**src/rtl/gpu_host_command_sequencer_if.sv**
```systemverilog
// Host-side command/response handshake of the GPU host command sequencer.
// The host drives requests; the sequencer returns one response per operation.
interface gpu_host_command_sequencer_if;
    logic        cmd_valid;
    logic        cmd_ready;
    logic [1:0]  cmd_op;
    logic [15:0] cmd_address;
    logic [31:0] cmd_wdata;
    logic        rsp_valid;
    logic [31:0] rsp_rdata;
    logic        rsp_error;

    modport master (
        output cmd_valid, cmd_op, cmd_address, cmd_wdata,
        input  cmd_ready, rsp_valid, rsp_rdata, rsp_error
    );

    modport slave (
        input  cmd_valid, cmd_op, cmd_address, cmd_wdata,
        output cmd_ready, rsp_valid, rsp_rdata, rsp_error
    );
endinterface

```
**src/rtl/gpu_host_command_sequencer.sv**
```systemverilog
// Turns host RAM read/write operations into three-step request/busy handshakes
// on the GPU command word, with per-phase timeout and core-state abort.
module gpu_host_command_sequencer #(
    parameter int unsigned TIMEOUT_CYCLES = 255
) (
    input  logic                          clock,
    input  logic                          reset_n,
    gpu_host_command_sequencer_if.slave   host,
    input  logic                          core_reset_n_in,
    input  logic                          core_run_in,
    output logic [31:0]                   h2f_value,
    input  logic [31:0]                   f2h_value
);

    localparam int unsigned CW = (TIMEOUT_CYCLES < 2) ? 1 : $clog2(TIMEOUT_CYCLES + 1);

    typedef enum logic [1:0] {
        IDLE = 2'd0,
        REQ  = 2'd1,
        REL  = 2'd2,
        DONE = 2'd3
    } state_t;

    // {command[7:0], parameter[15:0]} for a given step of an operation
    function automatic logic [23:0] step_word(input logic [1:0]  op,
                                              input logic [1:0]  step,
                                              input logic [15:0] addr,
                                              input logic [31:0] wdata);
        logic [23:0] w;
        w = 24'h0;
        if (!op[1]) begin
            case (step)
                2'd0:    w = {8'd0, wdata[15:0]};
                2'd1:    w = {8'd1, wdata[31:16]};
                default: w = {(op[0] ? 8'd3 : 8'd2), addr};
            endcase
        end else begin
            case (step)
                2'd0:    w = {(op[0] ? 8'd5 : 8'd4), addr};
                2'd1:    w = {8'd9, 16'h0000};
                default: w = {8'd10, 16'h0000};
            endcase
        end
        return w;
    endfunction

    state_t        state_r;
    logic [1:0]    op_r;
    logic [15:0]   addr_r;
    logic [31:0]   wdata_r;
    logic [1:0]    step_r;
    logic [CW-1:0] cnt_r;
    logic          err_r;
    logic [31:0]   rdata_r;
    logic          req_r;
    logic [23:0]   word_r;
    logic          rsp_valid_r;
    logic [31:0]   rsp_rdata_r;
    logic          rsp_error_r;

    logic          busy_s;
    logic          cmd_err_s;
    logic          cmd_ready_s;
    logic          abort_s;
    logic [31:0]   next_rdata_s;
    logic          unused_s;

    assign busy_s    = f2h_value[30];
    assign cmd_err_s = f2h_value[29];
    assign unused_s  = ^f2h_value[28:16];

    assign cmd_ready_s = (state_r == IDLE) && f2h_value[31] && !f2h_value[30]
                         && core_reset_n_in && !core_run_in;
    assign abort_s     = !core_reset_n_in || core_run_in || (cnt_r == CW'(TIMEOUT_CYCLES));

    assign host.cmd_ready = cmd_ready_s;
    assign host.rsp_valid = rsp_valid_r;
    assign host.rsp_rdata = rsp_rdata_r;
    assign host.rsp_error = rsp_error_r;

    // GPU reset/run levels pass straight through; the rest of the word is registered
    assign h2f_value = {core_reset_n_in, core_run_in, req_r, 5'b00000, word_r};

    // Read data as it would look if the current step completed this cycle
    always_comb begin
        next_rdata_s = rdata_r;
        if (op_r[1] && (step_r == 2'd1)) begin
            next_rdata_s[15:0] = f2h_value[15:0];
        end else if (op_r[1] && (step_r == 2'd2)) begin
            next_rdata_s[31:16] = f2h_value[15:0];
        end else begin
            next_rdata_s = rdata_r;
        end
    end

    // Operation sequencer FSM with registered command word and response
    always_ff @(posedge clock) begin
        if (!reset_n) begin
            state_r     <= IDLE;
            op_r        <= 2'd0;
            addr_r      <= 16'h0000;
            wdata_r     <= 32'h0000_0000;
            step_r      <= 2'd0;
            cnt_r       <= '0;
            err_r       <= 1'b0;
            rdata_r     <= 32'h0000_0000;
            req_r       <= 1'b0;
            word_r      <= 24'h00_0000;
            rsp_valid_r <= 1'b0;
            rsp_rdata_r <= 32'h0000_0000;
            rsp_error_r <= 1'b0;
        end else begin
            case (state_r)
                IDLE: begin
                    rsp_valid_r <= 1'b0;
                    if (host.cmd_valid && cmd_ready_s) begin
                        op_r    <= host.cmd_op;
                        addr_r  <= host.cmd_address;
                        wdata_r <= host.cmd_wdata;
                        step_r  <= 2'd0;
                        cnt_r   <= '0;
                        err_r   <= 1'b0;
                        rdata_r <= 32'h0000_0000;
                        req_r   <= 1'b1;
                        word_r  <= step_word(host.cmd_op, 2'd0, host.cmd_address, host.cmd_wdata);
                        state_r <= REQ;
                    end
                end
                REQ: begin
                    if (abort_s) begin
                        req_r       <= 1'b0;
                        rsp_valid_r <= 1'b1;
                        rsp_error_r <= 1'b1;
                        rsp_rdata_r <= rdata_r;
                        state_r     <= DONE;
                    end else if (busy_s) begin
                        req_r   <= 1'b0;
                        cnt_r   <= '0;
                        state_r <= REL;
                    end else begin
                        cnt_r <= cnt_r + CW'(1);
                    end
                end
                REL: begin
                    if (abort_s) begin
                        req_r       <= 1'b0;
                        rsp_valid_r <= 1'b1;
                        rsp_error_r <= 1'b1;
                        rsp_rdata_r <= rdata_r;
                        state_r     <= DONE;
                    end else if (!busy_s) begin
                        err_r   <= err_r | cmd_err_s;
                        rdata_r <= next_rdata_s;
                        if (step_r == 2'd2) begin
                            rsp_valid_r <= 1'b1;
                            rsp_error_r <= err_r | cmd_err_s;
                            rsp_rdata_r <= next_rdata_s;
                            state_r     <= DONE;
                        end else begin
                            step_r  <= step_r + 2'd1;
                            cnt_r   <= '0;
                            req_r   <= 1'b1;
                            word_r  <= step_word(op_r, step_r + 2'd1, addr_r, wdata_r);
                            state_r <= REQ;
                        end
                    end else begin
                        cnt_r <= cnt_r + CW'(1);
                    end
                end
                DONE: begin
                    rsp_valid_r <= 1'b0;
                    state_r     <= IDLE;
                end
                default: begin
                    req_r       <= 1'b0;
                    rsp_valid_r <= 1'b0;
                    state_r     <= IDLE;
                end
            endcase
        end
    end

endmodule

```
**src/flat_wrapper.sv**
```systemverilog
// flat-port wrapper written by rule: the top's interface ports become plain ports
module gpu_host_command_sequencer_flat 
#(
    parameter int unsigned TIMEOUT_CYCLES = 255
)
  (clock, reset_n, core_reset_n_in, core_run_in, h2f_value, f2h_value, host_cmd_valid, host_cmd_op, host_cmd_address, host_cmd_wdata, host_cmd_ready, host_rsp_valid, host_rsp_rdata, host_rsp_error);
  gpu_host_command_sequencer_if host_i ();
  input  logic clock;
  input  logic reset_n;
  input  logic core_reset_n_in;
  input  logic core_run_in;
  output logic [31:0] h2f_value;
  input  logic [31:0] f2h_value;
  input wire logic [$bits(host_i.cmd_valid)-1:0] host_cmd_valid;
  input wire logic [$bits(host_i.cmd_op)-1:0] host_cmd_op;
  input wire logic [$bits(host_i.cmd_address)-1:0] host_cmd_address;
  input wire logic [$bits(host_i.cmd_wdata)-1:0] host_cmd_wdata;
  output wire logic [$bits(host_i.cmd_ready)-1:0] host_cmd_ready;
  output wire logic [$bits(host_i.rsp_valid)-1:0] host_rsp_valid;
  output wire logic [$bits(host_i.rsp_rdata)-1:0] host_rsp_rdata;
  output wire logic [$bits(host_i.rsp_error)-1:0] host_rsp_error;
  assign host_i.cmd_valid = host_cmd_valid;
  assign host_i.cmd_op = host_cmd_op;
  assign host_i.cmd_address = host_cmd_address;
  assign host_i.cmd_wdata = host_cmd_wdata;
  assign host_cmd_ready = host_i.cmd_ready;
  assign host_rsp_valid = host_i.rsp_valid;
  assign host_rsp_rdata = host_i.rsp_rdata;
  assign host_rsp_error = host_i.rsp_error;
  gpu_host_command_sequencer #(.TIMEOUT_CYCLES(TIMEOUT_CYCLES)) u_core (.clock(clock), .reset_n(reset_n), .host(host_i), .core_reset_n_in(core_reset_n_in), .core_run_in(core_run_in), .h2f_value(h2f_value), .f2h_value(f2h_value));
endmodule
```
**config.mk**
```make
export PLATFORM = sky130hd
export DESIGN_NAME = gpu_host_command_sequencer_flat
export DESIGN_NICKNAME = d
export VERILOG_FILES = /design/src/rtl/gpu_host_command_sequencer_if.sv /design/src/rtl/gpu_host_command_sequencer.sv /design/src/flat_wrapper.sv
export SDC_FILE = /design/constraint.sdc
export NUM_CORES = 1
export LEC_CHECK = 0
export ABC_AREA = 1
export ABC_CLOCK_PERIOD_IN_PS = 4800
export BUFFER_PORTS_ARGS = -buffer_cell sky130_fd_sc_hd__buf_2
export CAP_MARGIN = 10
export CORE_MARGIN = 5
export CORE_UTILIZATION = 35
export DETAILED_ROUTE_END_ITERATION = 12
export PLACE_DENSITY_LB_ADDON = 0.3
export SYNTH_ARGS = -nofsm -noshare
export SYNTH_HDL_FRONTEND = slang
export SYNTH_SLANG_ARGS = --single-unit
```
**constraint.sdc**
```tcl
create_clock -name clock -period 4.8 [get_ports clock]
set_clock_uncertainty 0.05 [all_clocks]
set_input_delay 0.96 -clock clock [delete_from_list [all_inputs] [get_ports clock]]
set_output_delay 0.96 -clock clock [all_outputs]
set_load 0.005 [all_outputs]
```
==> results of run 1 <==
==> placed cells by master (no fill, tap or decap), types with 3 or more instances in the layout <==
| cell | Yosys | routed |
|---|---|---|
| a21oi_1 | 157 | 157 |
| buf_2 | 9 | 131 |
| buf_4 | 15 | 12 |
| clkbuf_16 | 0 | 17 |
| clkinv_4 | 0 | 3 |
| clkinv_8 | 0 | 5 |
| conb_1 | 1 | 9 |
| dfxtp_1 | 150 | 150 |
| ha_1 | 10 | 10 |
| inv_1 | 153 | 153 |
| inv_8 | 0 | 6 |
| nand2_1 | 291 | 291 |
| nand3_1 | 63 | 63 |
| nand4_1 | 41 | 41 |
| nor2_1 | 122 | 122 |
| o21ai_0 | 124 | 124 |
==> registers in the layout, summed over array words and instances, names as in the netlist, 2 cells and up <==
signal and count:
u_core.host.rsp_rdata 32, u_core.rdata_r 32, u_core.wdata_r 32, u_core.word_r 20
u_core.addr_r 16, u_core.cnt_r 8, u_core.op_r 2, u_core.state_r 2
u_core.step_r 2
==> worst paths after layout <==
check	endpoint	start	slack, ps	cells past startpoint
setup reg to reg	u_core.cnt_r[0]	u_core.state_r[0]	1780	11
setup / recovery	u_core.cnt_r[0]	u_core.state_r[0]	1780	11
hold reg to reg	u_core.wdata_r[12]	u_core.wdata_r[12]	400	2
hold / removal	u_core.wdata_r[12]	u_core.wdata_r[12]	400	2
==> through the flow <==
| stage | power, mW | util [%] |
|---|---|---|
| 2_1_floorplan | 2.11 | - |
| 3_3_place_gp | 2.49 | 38.8 |
| 3_5_place_dp | 2.50 | 38.8 |
| 4_1_cts | 3.86 | 41.6 |
| 5_1_grt | 4.07 | 41.6 |
| 6_report | 3.82 | 41.6 |
==> per-layer routing <==
layer	wire, um	part of all wire [%]	track usage, %
met5	14	0.061	0
met3	1380	6.0	4.54
met4	441	1.9	5.40
met2	10400	45	28.1
met1	10700	47	24.0
==> power by group <==
group / internal (mW) / leakage [nW] / switching, mW
sequential: 1.45 / 1.22 / 0.116
clock: 0.707 / 0.293 / 0.651
combinational: 0.338 / 2.49 / 0.562
total: 2.50 / 4.00 / 1.33
==> cell families after synthesis <==
logic type | share of synthesized area (%)
simple gates | 28.2
buf+inv | 12.9
other cells | 0.0484
flops | 38.8
fa+ha+maj | 1.62
compound gates | 18.5
==> layout make-up <==
type	instances	area [sq um]
fill	2326	12700
multi-input combinational	828	3780
sequential	150	3000
timing repair buffer	144	766
inverter	154	578
clock buffer	17	425
tap	280	350
clock inverter	15	183
antenna	1	2.50
==> worst min-delay path, cell delays in order, from the launching register on <==
cell and delay [ps]:
dfxtp_1 310, inv_1 40, a21oi_1 50
==> results.tsv, run 1 <==
stage	metric	value	unit
synth	Post-Syn Area	7740	sq um
synth	Post-synth top cells	291 x nand2_1, 157 x a21oi_1, 153 x inv_1	
clocking	Max Root-Sink Buffers	2	
final_layout	nets	1392	
synth	ranking of synthesized cells by area	dfxtp_1 39%, nand2_1 14%, a21oi_1 10%	
floorplanning	Core Region	21800	sq um
synth	number of flops mapped to enable cells by yosys	0	
grt	initial antenna violation count	2	
grt	gr ovfl total	0	
synth	Mapped Cells	1218	
sta	setup ws final	1780	ps
detailed_routing	vias per cell	4.89	
setup_path	crit-path cells	inv_1 -> ha_1 -> nand2_1 -> nor2_1 -> nand3_4 -> buf_4 -> o21ai_0 -> nand3_1 -> inv_1 -> nor2_1 -> nor2_1	
synth	Async SR Flop Fraction	0	%
clocking	Worst-Skew Late Latency	430	ps
final_layout	layout cells sized above 1	13.9	%
setup_path	CP max stage delay	670	ps
pwr	Worst IR Drop VDD	0.000295	V
setup_path	Crit path max-delay family	buffers and inverters	
sta	Hold Worst Slack	396	ps
worst_hold_path	worst min path class	register to register	
floorplanning	row count	54	
floorplanning	Die Y	159	um
pwr	static leakage	4.00	nW
detailed_routing	Final ANT Viol Nets	0	
synth	cell taking the most area after synthesis	dfxtp_1	
synth	Yosys cell types	24	
synth	top-area cell type share of the netlist area	38.8	%
sta	Slew HR	24.0	%
final_layout	Finished Cell Area	9090	sq um
final_layout	Final Non-Filler Cells	1589	
place	DP Cell Count	1556	
run	Max-cap violations	0	
detailed_routing	drt first pass iters	5	
sta	fmax	332	MHz
detailed_routing	WL/cell	14.5	um
grt	GRT Overall Usage	17.8	%
place	Final HPWL DP	15100	um
status	status	completed	
floorplanning	die area	25200	sq um
clocking	Root Driver	clkbuf_16	
grt	vias in the first global route	7342	
clocking	TritonCTS Buffers	17	
place	Port Buffer Count	131	
synth	sequential share of the synthesized area	38.8	%
floorplanning	Initial Utilization	35.5	%
sta	max-slew violation count	0	
setup_path	startpoint types	register	
floorplanning	Ports	154	
sta	Final Cycle Share	62.8	%
clocking	post-cts hold buffer count	0	
synth	Post-synth top flop	dfxtp_1	
final_layout	Area Overhead vs Synth	17.4	%
setup_path	CP Max Fanout	102	
clocking	CTS tree	built	
place	GPL Wtd Cong	0.833	
sta	worst slew pin tran	1140	ps
clocking	postcts setup bufs	0	
clocking	post-cts repair resize count	0	
detailed_routing	routed wire length	23000	um
detailed_routing	Initial DRC Count	615	
sta	final hold vios	0	
setup_path	CP most frequent cell	nor2_1	
setup_path	CP bufs+invs	3	
detailed_routing	remaining routing DRC violations	0	
setup_path	Worst Path Arrival	3280	ps
grt	first-pass GRT wire length	37600	um
grt	largest net degree at the start of global routing	103	
synth	most repeated cell in the gate-level netlist after synthesis	nand2_1	
place	pre-CTS setup slack	1390	ps
pwr	Power Density	421	nW/um^2
sta	Final min period	3020	ps
synth	Yosys reg bits	150	
clocking	CTS clock-pin slew for the worst setup and hold paths	70	ps
synth	Synth Area per Inst	6.36	sq um
synth	yosys warns	0	
detailed_routing	DR vias	7768	
setup_path	Critical Path RT	5070	ps
clocking	H-tree levels	4	
floorplanning	Die W	159	um
clocking	clk sinks	150	
place	placed inst area	8480	sq um
setup_path	Worst Setup Path Type	register to register	
setup_path	Worst path slowest cell	buf_4	
setup_path	crit end category	register	
sta	final setup TNS	0	ps
sta	RSZ-0062 raised after global routing	no	
sta	final setup fails	0	
Note: power is estimated with default switching activity, not from simulation.
==> inputs of run 2 (changes only) <==
--- a/config.mk
+++ b/config.mk
@@ -5,8 +5,8 @@
 export SDC_FILE = /design/constraint.sdc
 export NUM_CORES = 1
 export LEC_CHECK = 0
-export ABC_AREA = 1
-export ABC_CLOCK_PERIOD_IN_PS = 4800
+export ABC_AREA = 0
+export ABC_CLOCK_PERIOD_IN_PS = 2600
 export BUFFER_PORTS_ARGS = -buffer_cell sky130_fd_sc_hd__buf_2
 export CAP_MARGIN = 10
 export CORE_MARGIN = 5
==> constraint.sdc (replaced) <==
create_clock -name clock -period 2.6 [get_ports clock]
set_clock_uncertainty 0.05 [all_clocks]
set_input_delay 0.52 -clock clock [delete_from_list [all_inputs] [get_ports clock]]
set_output_delay 0.52 -clock clock [all_outputs]
set_load 0.005 [all_outputs]
==> results.tsv, run 2 <==
stage	metric	value	unit	change
sta	final hold vios	0		unchanged
setup_path	worst r2r src	u_core.state_r[1]		
clocking	TritonCTS Buffers	17		unchanged
pwr	static leakage	3.40	nW	-15%
clocking	Worst-Skew Late Latency	420	ps	about the same
synth	Synth Area per Inst	8.73	sq um	+37%
grt	gr ovfl total	0		unchanged
synth	Yosys cell types	52		+120%
synth	yosys warns	0		unchanged
floorplanning	Initial Utilization	35.5	%	about the same
setup_path	CP Max Fanout	7		-93%
synth	top-area cell type share of the netlist area	45.2	%	+6.5 points
setup_path	Reg2Reg Setup Slack	180	ps	-1610 ps
synth	cell taking the most area after synthesis	dfxtp_1		
worst_hold_path	Hold Path Sink	u_core.wdata_r[20]		
detailed_routing	Final ANT Viol Nets	0		unchanged
synth	ranking of synthesized cells by area	dfxtp_1 45%, a21oi_1 9.7%, mux2i_1 7.2%		
synth	number of flops mapped to enable cells by yosys	0		unchanged
grt	GRT Overall Usage	17.1	%	-0.71 points
floorplanning	Core Region	18700	sq um	-14%
final_layout	nets	964		-31%
pwr	Power Density	816	nW/um^2	+94%
grt	largest net degree at the start of global routing	54		-48%
setup_path	Worst Path Arrival	2730	ps	-550 ps
clocking	CTS clock-pin slew for the worst setup and hold paths	60	ps	about the same
synth	Mapped Cells	760		-38%
synth	most repeated cell in the gate-level netlist after synthesis	dfxtp_1		
detailed_routing	DR vias	5850		-25%
clocking	Max Root-Sink Buffers	2		unchanged
clocking	Root Driver	clkbuf_16		
floorplanning	Die Y	148	um	-7.0%
detailed_routing	Initial DRC Count	271		-56%
clocking	clk sinks	150		unchanged
setup_path	crit end category	register		
sta	Final min period	2420	ps	-593 ps
detailed_routing	routed wire length	18900	um	-18%
place	GPL Wtd Cong	0.806		-3.2%
floorplanning	Die W	148	um	-7.0%
detailed_routing	vias per cell	5.25		+7.4%
place	Final HPWL DP	12400	um	-18%
sta	RSZ-0062 raised after global routing	no		
final_layout	most common cell after layout, fill and taps aside	dfxtp_1		
sta	final setup TNS	0	ps	unchanged
grt	first-pass GRT wire length	30100	um	-20%
sta	setup ws final	177	ps	-1610 ps
detailed_routing	drt first pass iters	5		unchanged
clocking	CTS tree	built		
final_layout	Area Overhead vs Synth	22.1	%	
floorplanning	row count	50		-7.4%
setup_path	Worst Setup Path Type	register to register		
final_layout	Final Core Density	43.3	%	+1.7 points
final_layout	most frequent cells in the layout	149 x dfxtp_1, 131 x buf_2, 128 x a21oi_1		
synth	Post-synth top cells	150 x dfxtp_1, 128 x a21oi_1, 125 x nand2_1		
synth	Yosys reg bits	150		unchanged
status	status	completed		
run	Max-cap violations	0		unchanged
worst_hold_path	hold path depth	3		+1
sta	fmax	413	MHz	+24%
final_layout	number of antenna diodes	0		-1
final_layout	layout cells sized above 1	24.8	%	+11 points
sta	worst slew pin tran	862	ps	-278 ps
detailed_routing	WL/cell	16.9	um	+17%
setup_path	Critical Path RT	2900	ps	-2170 ps
worst_hold_path	HP Start	host_cmd_wdata[20]		
setup_path	Register-to-Register Path Depth	7		-4
grt	vias in the first global route	5623		-23%
detailed_routing	remaining routing DRC violations	0		unchanged
synth	sequential share of the synthesized area	45.2	%	+6.5 points
sta	Slew HR	42.5	%	+19 points
place	pre-CTS setup slack	94.3	ps	-1300 ps
sta	max-slew violation count	0		unchanged
grt	initial antenna violation count	2		unchanged
pwr	Worst IR Drop VDD	0.000496	V	+68%
worst_hold_path	worst min path class	input pin to register		
clocking	H-tree levels	4		unchanged
floorplanning	Ports	154		unchanged
floorplanning	die area	21800	sq um	-13%
sta	Final Cycle Share	93.2	%	+30 points
synth	Post-Syn Area	6640	sq um	-14%
setup_path	reg2reg end	u_core.cnt_r[5]		
sta	final setup fails	0		unchanged
place	Port Buffer Count	131		unchanged
pwr	total power	6.61	mW	+73%
setup_path	startpoint types	register		
synth	Post-synth top flop	dfxtp_1		
synth	Async SR Flop Fraction	0	%	unchanged
## run 2: cell types whose count changed in the layout (fill, tap and decap cells not counted), sizes merged, moves of 11 or more
cell	before	now
o21ai	124	66
mux2i	0	48
buf	144	155
nand3	65	12
a221o	0	16
nand2	292	125
nor2	123	15
nand4	41	3
inv	159	14
o221a	0	16
a22o	0	33
a21oi	158	129
## run 2: worst max path at each step
stage                 startpoint                 to  slack, ps
2_1_floorplan  u_core.state_r[0]  u_core.word_r[11]        290
3_3_place_gp         core_run_in    u_core.cnt_r[5]        170
3_5_place_dp   u_core.state_r[0]    u_core.cnt_r[5]         90
4_1_cts        u_core.state_r[0]    u_core.cnt_r[5]         90
5_1_grt        u_core.state_r[1]    u_core.cnt_r[5]          9
6_report       u_core.state_r[1]    u_core.cnt_r[5]        180
## run 2: cell type report
class | count | area [sq um]
well taps | 234 | 293
inverters | 9 | 33.8
fillers | 1901 | 10600
multi-input cells | 534 | 3290
flip-flops and latches | 150 | 3000
repair buffers | 155 | 898
clock inverters | 13 | 145
clock buffers | 19 | 443
## run 2: logic make-up after synthesis
kind of cell / synth area share, %
compound gates: 26.9
simple gates: 12.5
flops: 45.2
buf+inv: 5.94
mux: 7.41
fa+ha+maj: 1.89
other cells: 0.0565
## run 2: worst max-delay path: stages (launching register included)
cell and delay, ps:
dfxtp_1 420, inv_1 100, ha_2 380, nand2b_1 60, a222oi_1 370, o211ai_1 310, or4_1 530, a21oi_1 140
## run 2: stage by stage
step,std cells,hold slack (ps),area (sq um)
finish,1114,280,8100
global route,1114,275,8100
CTS,1112,267,8090
detailed placement,1080,396,7500
global placement,1080,391,7500
floorplan,768,386,6670
## run 2: repair_timing
| item | CTS | global route |
|---|---|---|
| hold buffers | 0 | 0 |
| setup buffers | 0 | 2 |
| resized for setup | 0 | 2 |
| endpoints found under the setup margin | 0 | 18 |
## run 2: power breakdown
part | total (mW) | switching (mW) | leakage [nW] | internal (mW)
logic | 1.34 | 0.786 | 1.91 | 0.555
registers | 2.79 | 0.164 | 1.21 | 2.62
clock network | 2.48 | 1.03 | 0.281 | 1.45
total | 6.61 | 1.98 | 3.40 | 4.63
## run 2: per-layer routing
layer | track usage [%] | wire length, um
met2 | 27.3 | 8470
met3 | 4.87 | 1120
met4 | 4.43 | 166
met5 | 0 | 21
met1 | 22.8 | 9100
